`src/rtl/d_mem_pkg.sv`:
```
// Shared types and default constants for the data-memory arbiter.
package d_mem_pkg;

    typedef enum logic [0:0] {
        ARB_IDLE   = 1'b0,
        ARB_LOCKED = 1'b1
    } arb_state_e;

    localparam int DEF_NUM_REQ        = 2;
    localparam int DEF_MEM_SIZE_WORDS = 256;
    localparam int DEF_LOCK_MAX       = 64;

    typedef struct packed {
        logic        wr;
        logic [31:0] addr;
        logic [31:0] wdata;
        logic [3:0]  be;
        logic        lock;
    } mem_req_t;

    // Keep only the bytes selected by be; unselected lanes read as zero.
    function automatic logic [31:0] be_mask(input logic [31:0] data, input logic [3:0] be);
        logic [31:0] res;
        res = 32'h0000_0000;
        for (int b = 0; b < 4; b++) begin
            if (be[b]) begin
                res[8*b +: 8] = data[8*b +: 8];
            end else begin
                res[8*b +: 8] = 8'h00;
            end
        end
        return res;
    endfunction

endpackage

```
`src/rtl/d_mem_arb_if.sv`:
```
// Requester-side bus of the data-memory arbiter: requests in, grants and responses out.
interface d_mem_arb_if #(
    parameter int NUM_REQ = 2
);
    logic [NUM_REQ-1:0]       rq_req;
    logic [NUM_REQ-1:0]       rq_wr;
    logic [NUM_REQ-1:0][31:0] rq_addr;
    logic [NUM_REQ-1:0][31:0] rq_wdata;
    logic [NUM_REQ-1:0][3:0]  rq_be;
    logic [NUM_REQ-1:0]       rq_lock;
    logic [NUM_REQ-1:0]       rq_gnt;
    logic [NUM_REQ-1:0]       rsp_valid;
    logic [31:0]              rsp_rdata;
    logic                     rsp_err;
    logic                     lock_err;

    modport master (
        output rq_req, rq_wr, rq_addr, rq_wdata, rq_be, rq_lock,
        input  rq_gnt, rsp_valid, rsp_rdata, rsp_err, lock_err
    );

    modport slave (
        input  rq_req, rq_wr, rq_addr, rq_wdata, rq_be, rq_lock,
        output rq_gnt, rsp_valid, rsp_rdata, rsp_err, lock_err
    );
endinterface

```
`src/rtl/rr_arb.sv`:
```
// Combinational round-robin picker: first masked requester after the pointer, one-hot.
module rr_arb #(
    parameter int N  = 2,
    parameter int PW = 1
) (
    input  logic [N-1:0]  req_i,
    input  logic [PW-1:0] ptr_i,
    input  logic [N-1:0]  mask_i,
    output logic [N-1:0]  gnt_o
);
    logic [N-1:0]  req_m_s;
    logic          found_s;
    logic [PW-1:0] idx_s;

    // Cyclic scan starting one past the pointer; the pointer itself has lowest priority.
    always_comb begin
        req_m_s = req_i & mask_i;
        gnt_o   = '0;
        found_s = 1'b0;
        idx_s   = '0;
        for (int k = 1; k <= N; k++) begin
            idx_s = PW'((int'(ptr_i) + k) % N);
            if (!found_s && req_m_s[idx_s]) begin
                gnt_o[idx_s] = 1'b1;
                found_s      = 1'b1;
            end else begin
                found_s = found_s;
            end
        end
    end
endmodule

```
`src/rtl/d_mem_arb.sv`:
```
// Data-memory arbiter: round-robin with lock, range check and registered responses.
module d_mem_arb
    import d_mem_pkg::*;
#(
    parameter int NUM_REQ        = DEF_NUM_REQ,
    parameter int MEM_SIZE_WORDS = DEF_MEM_SIZE_WORDS,
    parameter int LOCK_MAX       = DEF_LOCK_MAX
) (
    input  logic               clk,
    input  logic               rst_n,
    d_mem_arb_if.slave         bus,
    output logic [31:0]        mem_addr,
    output logic               mem_wr_en,
    output logic [31:0]        mem_wr_data,
    output logic [3:0]         mem_byte_en,
    input  logic [31:0]        mem_rd_data
);
    localparam int PW = (NUM_REQ > 1) ? $clog2(NUM_REQ) : 1;
    localparam int CW = $clog2(LOCK_MAX) + 1;
    localparam logic [CW-1:0] CNT_MAX = CW'(LOCK_MAX - 1);

    arb_state_e          state_q, state_d;
    logic [PW-1:0]       owner_q, owner_d;
    logic [PW-1:0]       ptr_q, ptr_d;
    logic [CW-1:0]       cnt_q, cnt_d;
    logic [NUM_REQ-1:0]  rsp_valid_q, rsp_valid_d;
    logic [31:0]         rsp_rdata_q, rsp_rdata_d;
    logic                rsp_err_q, rsp_err_d;
    logic                lock_err_q, lock_err_d;

    mem_req_t            req_s [NUM_REQ];
    mem_req_t            sel_s;
    logic [NUM_REQ-1:0]  mask_s;
    logic [NUM_REQ-1:0]  pick_s;
    logic [NUM_REQ-1:0]  gnt_s;
    logic [PW-1:0]       gidx_s;
    logic                acc_s;
    logic                in_range_s;

    // Gather the per-requester bus fields into request records.
    always_comb begin
        for (int i = 0; i < NUM_REQ; i++) begin
            req_s[i] = '{wr: bus.rq_wr[i], addr: bus.rq_addr[i], wdata: bus.rq_wdata[i],
                         be: bus.rq_be[i], lock: bus.rq_lock[i]};
        end
    end

    // While locked only the owner is eligible; otherwise everyone is.
    always_comb begin
        mask_s = '0;
        case (state_q)
            ARB_IDLE:   mask_s = '1;
            ARB_LOCKED: mask_s[owner_q] = 1'b1;
            default:    mask_s = '1;
        endcase
    end

    rr_arb #(.N(NUM_REQ), .PW(PW)) u_rr_arb (
        .req_i  (bus.rq_req),
        .ptr_i  (ptr_q),
        .mask_i (mask_s),
        .gnt_o  (pick_s)
    );

    // Grant is suppressed while reset is held; decode the winner's index and request.
    always_comb begin
        gnt_s  = rst_n ? pick_s : '0;
        acc_s  = |gnt_s;
        gidx_s = '0;
        for (int i = 0; i < NUM_REQ; i++) begin
            if (gnt_s[i]) begin
                gidx_s = PW'(i);
            end else begin
                gidx_s = gidx_s;
            end
        end
        sel_s      = req_s[gidx_s];
        in_range_s = (sel_s.addr < 32'(MEM_SIZE_WORDS));
    end

    // Drive the memory from the granted requester; out-of-range accesses never write.
    always_comb begin
        mem_addr    = 32'h0000_0000;
        mem_wr_en   = 1'b0;
        mem_wr_data = 32'h0000_0000;
        mem_byte_en = 4'h0;
        if (acc_s) begin
            mem_addr    = sel_s.addr;
            mem_wr_data = sel_s.wdata;
            mem_wr_en   = sel_s.wr & in_range_s;
            mem_byte_en = in_range_s ? sel_s.be : 4'h0;
        end else begin
            mem_addr = 32'h0000_0000;
        end
    end

    // Next response: strobe for the winner, masked read data, range error flag.
    always_comb begin
        rsp_valid_d = gnt_s;
        rsp_rdata_d = 32'h0000_0000;
        rsp_err_d   = acc_s & ~in_range_s;
        if (acc_s && !sel_s.wr && in_range_s) begin
            rsp_rdata_d = be_mask(mem_rd_data, sel_s.be);
        end else begin
            rsp_rdata_d = 32'h0000_0000;
        end
    end

    // Arbitration FSM: pointer follows each winner, lock holds ownership with a timeout.
    always_comb begin
        state_d    = state_q;
        owner_d    = owner_q;
        cnt_d      = cnt_q;
        ptr_d      = acc_s ? gidx_s : ptr_q;
        lock_err_d = 1'b0;
        case (state_q)
            ARB_IDLE: begin
                if (acc_s && sel_s.lock) begin
                    state_d = ARB_LOCKED;
                    owner_d = gidx_s;
                    cnt_d   = '0;
                end else begin
                    state_d = ARB_IDLE;
                end
            end
            ARB_LOCKED: begin
                if (cnt_q != CNT_MAX) begin
                    cnt_d = cnt_q + CW'(1);
                end else begin
                    cnt_d = cnt_q;
                end
                if (acc_s && !sel_s.lock) begin
                    state_d = ARB_IDLE;
                end else if (cnt_q == CNT_MAX) begin
                    // Owner held on too long: serve this access, then force release.
                    state_d    = ARB_IDLE;
                    lock_err_d = 1'b1;
                end else begin
                    state_d = ARB_LOCKED;
                end
            end
            default: begin
                state_d = ARB_IDLE;
            end
        endcase
    end

    // State and response registers; reset drops any in-flight response.
    always_ff @(posedge clk or negedge rst_n) begin
        if (!rst_n) begin
            state_q     <= ARB_IDLE;
            owner_q     <= '0;
            ptr_q       <= PW'(NUM_REQ - 1);
            cnt_q       <= '0;
            rsp_valid_q <= '0;
            rsp_rdata_q <= 32'h0000_0000;
            rsp_err_q   <= 1'b0;
            lock_err_q  <= 1'b0;
        end else begin
            state_q     <= state_d;
            owner_q     <= owner_d;
            ptr_q       <= ptr_d;
            cnt_q       <= cnt_d;
            rsp_valid_q <= rsp_valid_d;
            rsp_rdata_q <= rsp_rdata_d;
            rsp_err_q   <= rsp_err_d;
            lock_err_q  <= lock_err_d;
        end
    end

    assign bus.rq_gnt    = gnt_s;
    assign bus.rsp_valid = rsp_valid_q;
    assign bus.rsp_rdata = rsp_rdata_q;
    assign bus.rsp_err   = rsp_err_q;
    assign bus.lock_err  = lock_err_q;

endmodule

```
`src/flat_wrapper.sv`:
```
// flat-port wrapper written by rule: the top's interface ports become plain ports
module d_mem_arb_flat import d_mem_pkg::*;
#(
    parameter int NUM_REQ        = DEF_NUM_REQ,
    parameter int MEM_SIZE_WORDS = DEF_MEM_SIZE_WORDS,
    parameter int LOCK_MAX       = DEF_LOCK_MAX
)
  (clk, rst_n, mem_addr, mem_wr_en, mem_wr_data, mem_byte_en, mem_rd_data, bus_rq_req, bus_rq_wr, bus_rq_addr, bus_rq_wdata, bus_rq_be, bus_rq_lock, bus_rq_gnt, bus_rsp_valid, bus_rsp_rdata, bus_rsp_err, bus_lock_err);
  d_mem_arb_if #(.NUM_REQ(NUM_REQ)) bus_i ();
  input  logic clk;
  input  logic rst_n;
  output logic [31:0] mem_addr;
  output logic mem_wr_en;
  output logic [31:0] mem_wr_data;
  output logic [3:0] mem_byte_en;
  input  logic [31:0] mem_rd_data;
  input wire logic [$bits(bus_i.rq_req)-1:0] bus_rq_req;
  input wire logic [$bits(bus_i.rq_wr)-1:0] bus_rq_wr;
  input wire logic [$bits(bus_i.rq_addr)-1:0] bus_rq_addr;
  input wire logic [$bits(bus_i.rq_wdata)-1:0] bus_rq_wdata;
  input wire logic [$bits(bus_i.rq_be)-1:0] bus_rq_be;
  input wire logic [$bits(bus_i.rq_lock)-1:0] bus_rq_lock;
  output wire logic [$bits(bus_i.rq_gnt)-1:0] bus_rq_gnt;
  output wire logic [$bits(bus_i.rsp_valid)-1:0] bus_rsp_valid;
  output wire logic [$bits(bus_i.rsp_rdata)-1:0] bus_rsp_rdata;
  output wire logic [$bits(bus_i.rsp_err)-1:0] bus_rsp_err;
  output wire logic [$bits(bus_i.lock_err)-1:0] bus_lock_err;
  assign bus_i.rq_req = bus_rq_req;
  assign bus_i.rq_wr = bus_rq_wr;
  assign bus_i.rq_addr = bus_rq_addr;
  assign bus_i.rq_wdata = bus_rq_wdata;
  assign bus_i.rq_be = bus_rq_be;
  assign bus_i.rq_lock = bus_rq_lock;
  assign bus_rq_gnt = bus_i.rq_gnt;
  assign bus_rsp_valid = bus_i.rsp_valid;
  assign bus_rsp_rdata = bus_i.rsp_rdata;
  assign bus_rsp_err = bus_i.rsp_err;
  assign bus_lock_err = bus_i.lock_err;
  d_mem_arb #(.NUM_REQ(NUM_REQ), .MEM_SIZE_WORDS(MEM_SIZE_WORDS), .LOCK_MAX(LOCK_MAX)) u_core (.clk(clk), .rst_n(rst_n), .bus(bus_i), .mem_addr(mem_addr), .mem_wr_en(mem_wr_en), .mem_wr_data(mem_wr_data), .mem_byte_en(mem_byte_en), .mem_rd_data(mem_rd_data));
endmodule
```
`config.mk`:
```
export PLATFORM = sky130hd
export DESIGN_NAME = d_mem_arb_flat
export DESIGN_NICKNAME = d
export VERILOG_FILES = /design/src/rtl/d_mem_pkg.sv /design/src/rtl/d_mem_arb_if.sv /design/src/rtl/rr_arb.sv /design/src/rtl/d_mem_arb.sv /design/src/flat_wrapper.sv
export SDC_FILE = /design/constraint.sdc
export NUM_CORES = 1
export LEC_CHECK = 0
export CORE_AREA = 2 2 110 112
export CTS_CLUSTER_DIAMETER = 150
export DETAILED_ROUTE_END_ITERATION = 12
export DIE_AREA = 0 0 112 114
export PLACE_DENSITY = 0.74
export SYNTH_ARGS = -nofsm -noshare
export SYNTH_HDL_FRONTEND = slang
export SYNTH_SLANG_ARGS = --single-unit
```
`constraint.sdc`:
```
create_clock -name clk -period 2.51 [get_ports clk]
set_input_delay 0.502 -clock clk [delete_from_list [all_inputs] [get_ports clk]]
set_output_delay 0.502 -clock clk [all_outputs]
set_load 0.03 [all_outputs]
```
==> reports/metrics.cfg <==
[critical_path]
r2r-start = u_core.state_q
slowest_delay_ns = 0.29
crit_path_end_kind = output pin
critical_path_class = input port to output pin
worstPathCellList = dlygate4sd2_1 -> nor4_1 -> and4_1 -> buf_6 -> nand3_1 -> a211oi_2 -> clkbuf_16
cp_slowest_cell = nor4_1
critPathMaxFanout = 6
r2r_slack_ns = 0.35
crit_family = simple AND/OR/NAND/NOR gates
worstPathArrival_ns = 1.97
cp.required_ns = 2.01
cp-start-kind = input port
path_buf_inv = 3
cp-startpoint = bus_rq_addr[15]

[final_layout]
fin_util_pct = 60.8
drive_above_1_share_pct = 28.2
postLayoutCellArea_um2 = 7120
nets = 928
layout_commonest_cell = clkdlybuf4s50_1
fillers = 1075
final_cell_mix = clkdlybuf4s50_1 (162), nand2_1 (138), buf_4 (103)
syn2layout_area_growth_pct = 114

[grt]
antenna_found_initial = 1
grt_usage_pct = 22.5
grt_max_degree = 45
grt_pass1_vias = 4532
grt_pass1_wl_mm = 23.1
grt_overflow = 0

[floorplanning]
ios = 283
initial_core_util_pct = 28.4
die_area_um2 = 12800
die_x_um = 112
core_um2 = 11700
fp.dieH_um = 114
rows = 40

[cts]
cts_tree = built
ctsHoldBuffers = 0
clockBufferDepth = 2
clock_latency_ns = 0.29
htreeDepth = 2
numCtsBuffers = 5
cts.clk_slew.worst_paths_ns = 0.06
clkSinkCount = 46
cts_root_buf = clkbuf_16

[timing]
grt_setup_unrepaired = true
setup_viol = 0
worst_slew_pin_slew_ns = 0.549
fin_hold_ws_ns = 0.0318
max_freq_mhz = 404
final-hold-violation-count = 0
fin_crit_ns = 2.48
maxSlewHeadroom_pct = 63.4
timing.final.crit_share_pct = 98.7
fin_skew_ns = 0.00648
finalMaxSlewViolations = 0
worst_slack_ns = 0.0337
fin_setup_tns_ns = 0

[routing]
post_drt_via_cell_ratio = 5.07
drt-initial-drc-count = 284
drc = 0
wl_per_cell_um = 17.1
routed-via-count = 4557
drtPass1Iterations = 5
ant_nets = 0
routed_wl_mm = 15.4

[place]
place_ws_ns = -0.395
gp_congestion = 0.841
port-buffer-count = 282
dpl_cell_area_um2 = 6790
dp_hpwl_mm = 12.2

[synthesis]
synth_nets = 614
syn_area_um2 = 3330
seq_area_frac_synth_pct = 34.7
syn_inst = 437
ys_seq_elements = 46
syn_avg_cell_area_um2 = 7.61
async_flop_share_pct = 100
synth_cell_types = 47
yosys_warnings = 0
synth-main-ff-cell = dfrtp_1
synth-edff-count = 0

[pwr]
power.density_nw_per_um2 = 539
irDropWorstVdd_uv = 403
p_leak_nw = 3.01

[job]
cap_violations = 0

[status]
status = completed

[hold_path]
hold_class = input port to async pin

-- synthesized netlist by cell type (4+ instances only) --
cell type | number | area share [%]
clkbuf_1 | 14 | 1.6
nand2b_1 | 5 | 0.94
nor4_1 | 17 | 3.2
buf_2 | 16 | 2.4
nor4_2 | 23 | 8.7
nand2_1 | 139 | 16
o21ai_0 | 27 | 4.1
dfrtp_1 | 45 | 34
a21oi_1 | 65 | 9.8
a211oi_1 | 6 | 1.4
nor4b_1 | 8 | 2.1
nand3_1 | 12 | 1.8
a311oi_1 | 4 | 1.1
o22ai_1 | 4 | 0.75
inv_1 | 6 | 0.68
-- worst reg2reg max path, delay by kind of cell, from the launching register on --
kind	cells	cell delay, ns
DFF	1	0.46
AOI/OAI and AO/OA	2	0.67
buffers and inverters	2	0.55
and+or+nand+nor	2	0.35
-- flip-flops by register name, indices dropped and copies added, names as in the netlist --
register,cells
u_core.cnt_q,7
u_core.bus.rsp_valid,2
u_core.ptr_q,1
u_core.bus.lock_err,1
u_core.bus.rsp_rdata,32
u_core.state_q,1
u_core.owner_q,1
u_core.bus.rsp_err,1
-- final timing paths --
kind,endpoint,cells after the start
max reg2reg,u_core.bus.rsp_rdata[23],6
min in group clk,u_core.bus.lock_err,1
min reg2reg,u_core.bus.lock_err,1
max in group asynchronous,u_core.state_q,2
max,mem_byte_en[3],7
min,u_core.owner_q,1
-- repair_timing --
item	4_1_cts	5_1_grt
setup endpoints to repair	69	19
hold endpoints to repair	0	0
setup buffers	1	2
pin swaps	20	17
resized for setup	73	42
cloned	0	1
-- final cells by class --
type	instances	area [um2]	area share [%]
diodes	1	2.50	0.0351
clock buffers	6	139	1.95
clock inverters	1	30.0	0.422
inverters	7	31.3	0.439
multi-input cells	346	2170	30.4
flip-flops and latches	46	1150	16.2
well taps	147	184	2.58
repair buffers	345	3410	47.9
-- where the power goes --
group | total [W] | internal (W) | leakage (nW) | switching (W)
clock network | 0.000757 | 0.000491 | 0.0829 | 0.000266
logic | 0.00217 | 0.000998 | 2.30 | 0.00117
registers | 0.000915 | 0.000825 | 0.628 | 0.0000897
-- layer usage --
layer | vias up | part of all wire (%) | global-route usage, %
li1 | 2175 | - | -
met1 | 2141 | 40 | 26.7
met2 | 205 | 51 | 40.1
met3 | 36 | 6.3 | 4.09
met4 | 0 | 3.3 | 9.35
met5 | - | 0 | 0
-- cell families after synthesis --
kind of cell	after synthesis	share of synthesized area [%]
flops	46	34.7
fa+ha+maj	1	0.376
buf+inv	45	6.73
compound gates	120	20.5
mux	2	0.640
xor+xnor	3	0.790
simple gates	220	36.3
-- stage by stage --
step | instances | power, W
after global routing | 899 | 0.00404
after CTS | 900 | 0.00378
after detailed placement | 892 | 0.00301
after floorplan | 437 | 0.00195
after global placement | 892 | 0.00297
final | 899 | 0.00384
Note: power is estimated with default switching activity, not from simulation.
